[config.mk]
export PLATFORM = sky130hd
export DESIGN_NAME = mem2k_rd_arbiter
export DESIGN_NICKNAME = d
export VERILOG_FILES = /design/src/rtl/mem2k_rd_arbiter.sv
export SDC_FILE = /design/constraint.sdc
export NUM_CORES = 1
export LEC_CHECK = 0
export BUFFER_PORTS_ARGS = -buffer_cell sky130_fd_sc_hd__buf_2
export CAP_MARGIN = 20
export CORE_MARGIN = 4
export CORE_UTILIZATION = 32
export DETAILED_ROUTE_END_ITERATION = 12
export PLACE_DENSITY = 0.91
export SLEW_MARGIN = 25
export SYNTH_ARGS = -nofsm -noshare
export SYNTH_HDL_FRONTEND = slang
export SYNTH_SLANG_ARGS = --single-unit
[constraint.sdc]
create_clock -name clk -period 2.4 [get_ports clk]
set_input_delay 0.48 -clock clk [delete_from_list [all_inputs] [get_ports clk]]
set_output_delay 0.48 -clock clk [all_outputs]
set_load 0.02 [all_outputs]
[src/rtl/mem2k_rd_arbiter.sv]
// Read-port arbiter for the 2 KiB mem_2k RAM: DMA-priority reads with CPU anti-starvation, DMA lock,
// tagged in-order returns and a pass-through CPU write port. Optional write-first forwarding: MEM2K_ARB_FWD_EN.
module mem2k_rd_arbiter #(
  parameter int AW       = 11,
  parameter int DW       = 8,
  parameter int RD_LAT   = 1,
  parameter int MAX_WAIT = 4
) (
  input  logic          clk,
  input  logic          rstb,
  input  logic          dma_req,
  input  logic [AW-1:0] dma_addr,
  input  logic          dma_lock,
  output logic          dma_gnt,
  output logic          dma_rvalid,
  input  logic          cpu_rd_req,
  input  logic [AW-1:0] cpu_addr,
  output logic          cpu_gnt,
  output logic          cpu_rvalid,
  input  logic          cpu_we,
  input  logic [AW-1:0] cpu_waddr,
  input  logic [DW-1:0] cpu_wdata,
  output logic [DW-1:0] rdata,
  output logic          mem_re,
  output logic [AW-1:0] mem_addrR,
  output logic          mem_we,
  output logic [AW-1:0] mem_addrW,
  output logic [DW-1:0] mem_Din,
  input  logic [DW-1:0] mem_Dout
);

  typedef enum logic [1:0] {
    S_IDLE = 2'd0,
    S_DMA  = 2'd1,
    S_CPU  = 2'd2
  } state_t;

  localparam logic [3:0] MAX_WAIT_C = 4'(MAX_WAIT);

  state_t      state_q, state_d;
  logic [3:0]  wait_cnt_q, wait_cnt_d;
  logic        override_s;
  logic        dma_gnt_s, cpu_gnt_s;
  logic [RD_LAT-1:0] vld_q;
  logic [RD_LAT-1:0] own_q;   // 1 = CPU owns the read in this stage

  // Winner selection, next owner state and CPU wait counter
  always_comb begin
    override_s = cpu_rd_req & (wait_cnt_q == MAX_WAIT_C) & ~((state_q == S_DMA) & dma_lock);
    dma_gnt_s  = 1'b0;
    cpu_gnt_s  = 1'b0;
    state_d    = S_IDLE;
    wait_cnt_d = wait_cnt_q;
    if (!rstb) begin
      dma_gnt_s = 1'b0;
      cpu_gnt_s = 1'b0;
    end else if (override_s) begin
      cpu_gnt_s = 1'b1;
    end else if (dma_req) begin
      dma_gnt_s = 1'b1;
    end else if (cpu_rd_req) begin
      cpu_gnt_s = 1'b1;
    end else begin
      dma_gnt_s = 1'b0;
    end

    if (dma_gnt_s) begin
      state_d = S_DMA;
    end else if (cpu_gnt_s) begin
      state_d = S_CPU;
    end else begin
      state_d = S_IDLE;
    end

    if (!cpu_rd_req || cpu_gnt_s) begin
      wait_cnt_d = 4'd0;
    end else if (wait_cnt_q != MAX_WAIT_C) begin
      wait_cnt_d = wait_cnt_q + 4'd1;
    end else begin
      wait_cnt_d = wait_cnt_q;
    end
  end

  assign dma_gnt   = dma_gnt_s;
  assign cpu_gnt   = cpu_gnt_s;
  assign mem_re    = dma_gnt_s | cpu_gnt_s;
  assign mem_addrR = cpu_gnt_s ? cpu_addr : dma_addr;
  assign mem_we    = cpu_we & rstb;
  assign mem_addrW = cpu_waddr;
  assign mem_Din   = cpu_wdata;

  // Read-port owner state and starvation counter
  always_ff @(posedge clk or negedge rstb) begin
    if (!rstb) begin
      state_q    <= S_IDLE;
      wait_cnt_q <= 4'd0;
    end else begin
      state_q    <= state_d;
      wait_cnt_q <= wait_cnt_d;
    end
  end

  // Tag pipe, one stage per cycle of RAM read latency
  always_ff @(posedge clk or negedge rstb) begin
    if (!rstb) begin
      vld_q <= '0;
      own_q <= '0;
    end else begin
      vld_q[0] <= mem_re;
      own_q[0] <= cpu_gnt_s;
      for (int i = 1; i < RD_LAT; i++) begin
        vld_q[i] <= vld_q[i-1];
        own_q[i] <= own_q[i-1];
      end
    end
  end

  assign dma_rvalid = vld_q[RD_LAT-1] & ~own_q[RD_LAT-1];
  assign cpu_rvalid = vld_q[RD_LAT-1] &  own_q[RD_LAT-1];

`ifdef MEM2K_ARB_FWD_EN
  logic [RD_LAT-1:0] fwd_vld_q;
  logic [DW-1:0]     fwd_data_q [RD_LAT];
  logic              fwd_hit_s;

  assign fwd_hit_s = mem_re & mem_we & (cpu_waddr == mem_addrR);

  // Forward data rides alongside the tag so a colliding read returns the new value
  always_ff @(posedge clk or negedge rstb) begin
    if (!rstb) begin
      fwd_vld_q <= '0;
      for (int i = 0; i < RD_LAT; i++) begin
        fwd_data_q[i] <= '0;
      end
    end else begin
      fwd_vld_q[0]  <= fwd_hit_s;
      fwd_data_q[0] <= cpu_wdata;
      for (int i = 1; i < RD_LAT; i++) begin
        fwd_vld_q[i]  <= fwd_vld_q[i-1];
        fwd_data_q[i] <= fwd_data_q[i-1];
      end
    end
  end

  assign rdata = fwd_vld_q[RD_LAT-1] ? fwd_data_q[RD_LAT-1] : mem_Dout;
`else
  assign rdata = mem_Dout;
`endif

endmodule

==> impl_metrics.ini <==
[global_routing]
grt_pass1_vias = 722
grt_use_total = 0.116
grt_antenna_before_repair = 0
grt_pass1_wl_um = 3040
grt-ovfl-total = 0
grt_max_degree = 14

[clock_network]
cts_buffer_depth = 2
cts_root_buffer = clkbuf_4
clk_latency_ps = 250
clk_pin_slew_ps = 60
numCtsBuffers = 3
htree_levels = 1
cts_tree = yes
cts_sinks = 8
cts_hold_buf = 0

[drt]
drc = 0
viasPerCell = 5.00
num_vias = 660
drt_wl_total_um = 2140
postRouteAntennaNets = 0
dr.pass1.iters = 4
drtIter0Drc = 6
wire_per_inst_um = 16.2

[critical_path]
cp_top_family = compound AO/OA/AOI/OAI gates
crit_path_max_fanout = 6
worst_setup_path_end_kind = output pin
max_stage_delay_ps = 490
startpoint_type = flip-flop
critPathSlowestCell = a2111o_1
required_ps = 1920
rrSetupSlack_ps = 890
regToRegStartpoint = wait_cnt_q[1]
arrival_ps = 2050
worstPathCellList = inv_2, ha_4, nand3b_4, a2111o_1, clkbuf_16, mux2_4, buf_6
timing.rr.end = own_q
cp_num_buf_inv = 3
reg2reg_depth = 6
path_class = reg2out

[pwr]
p_total_mw = 0.431
powerDensity_nw_per_um2 = 422
p_leak_nw = 0.594
vdd_ir_drop_max_mv = 0.356

[finish]
area_growth_pct = 29.5
regArea_um2 = 200
n_antenna_cell = 0
drive_gt1_frac = 0.683
finalNonFillerCells = 132
nNetsFinal = 163
n_fill_cell = 196
multi_input_area_um2 = 360

[timing]
max_slew.worst_pin.slew_ps = 408
slew_headroom = 0.726
setup_viol = 11
grt_setup_unrepaired = true
fin_crit_ps = 2530
finalHoldWorstSlack_ps = 146
worst_slack_ps = -130
finalCritPeriodShare = 1.05
hold_viol_final = 0
finalClockSkew_ps = 6.76
fmax_mhz = 395
report.final.slew_viol_count = 0

[status]
violations = negative setup slack
status = finished, violations left

[synth]
syn_area_per_cell_um2 = 10.2
yosys-top-cells-count = buf_4, dfrtp_1, mux2_4
ys_seq_elements = 8
synth-edff-count = 0
synthesis.area_um2 = 788
synthCells = 77
yosysMostFrequentCell = buf_4
syn_nets = 134
ys_seq_area_frac = 0.254
async_flop_share = 1.00
yosysTopAreaCellShare = 0.257
synth_area_leader_cell = buf_4
yosys_warnings = 0
synth.distinct_cells = 23
synth_top_flop_cell = dfrtp_1
synth_area_leaders = buf_4, dfrtp_1, mux2_4

[job]
drv_cap = 0

[die]
row_count = 17
start_util = 0.346
core_um2 = 2280
num_io_pins = 99
dieArea_um2 = 3320
die_height_um = 57.6
die_width_um = 57.6

[placement]
gp_congestion = 0.817
pre_cts_slack_ps = 45.8
numPortBuffers = 44
dp_hpwl_um = 1560
place_inst = 126

[min_path]
min_path_type = in2async
==> timing repair <==
item                       in CTS  in global routing
hold endpoints to repair        0                  0
gates cloned                    0                  1
buffers inserted                1                  1
resized for setup               9                 20
setup endpoints to repair      11                 11
pin swaps                       1                  2
==> flip-flops by register name (all words and copies together) (netlist names) <==
name        flops
vld_q           1
state_q         2
own_q           1
wait_cnt_q      4
==> worst max-delay path by stage <==
stage | startpoint | endpoint | slack, ps | cells past startpoint
after floorplan | wait_cnt_q[0] | mem_addrR[0] | 170 | 6
after global placement | dma_req | mem_addrR[0] | 90 | 6
after detailed placement | dma_req | mem_addrR[0] | 50 | 6
after CTS | wait_cnt_q[0] | mem_addrR[1] | -110 | 7
after global routing | wait_cnt_q[0] | mem_addrR[0] | -210 | 7
final | wait_cnt_q[1] | mem_addrR[3] | -130 | 7
==> logic make-up (layout without fill, tap and decap cells) <==
kind of cell,Yosys count,in the layout,share of synthesized area
buffers and inverters,35,62,0.305
multiplexers,13,13,0.221
AND/OR/NAND/NOR,10,10,0.0968
AO/OA/AOI/OAI,8,8,0.0810
flip-flops,8,8,0.254
adder cells (fa/ha/maj),2,2,0.0317
XOR/XNOR,1,1,0.0111
==> routing by layer <==
layer	track usage	vias to the layer above	wire length [µm]
met5	0	-	0
met4	0.0563	0	27
met3	0.0557	6	318
met2	0.219	59	1150
met1	0.101	307	643
li1	-	288	-
==> report_power, final <==
| part | total (mW) | internal [mW] | leakage [nW] | switching, mW |
|---|---|---|---|---|
| Clock | 0.104 | 0.0573 | 0.0138 | 0.0465 |
| Sequential | 0.148 | 0.143 | 0.106 | 0.00507 |
| Combinational | 0.179 | 0.0965 | 0.474 | 0.0828 |
==> cell usage in the layout (no fill, tap or decap), types with 2 or more instances in the layout <==
master    count
clkbuf_4      3
buf_6        11
nor3_1        2
a21oi_1       2
dfrtp_1       8
buf_4         7
mux2_2        3
mux2_4        8
inv_1         5
mux2i_1       2
a211oi_1      2
buf_2        32
inv_2         2
and2_1        2
==> cell type report <==
class	count	share of cell area
repair buffers	52	0.369
clock buffers	3	0.0221
well taps	28	0.0343
inverters	7	0.0257
flip-flops and latches	8	0.196
multi-input cells	34	0.353
==> through the flow <==
step	instance area [µm²]	util	TNS [ps]
CTS	926	0.407	-1040
global placement	867	0.381	0
finish	1020	0.449	-1310
detailed placement	867	0.381	0
global route	1020	0.449	-2120
floorplan	788	-	0
(Power assumes the default switching activity.)
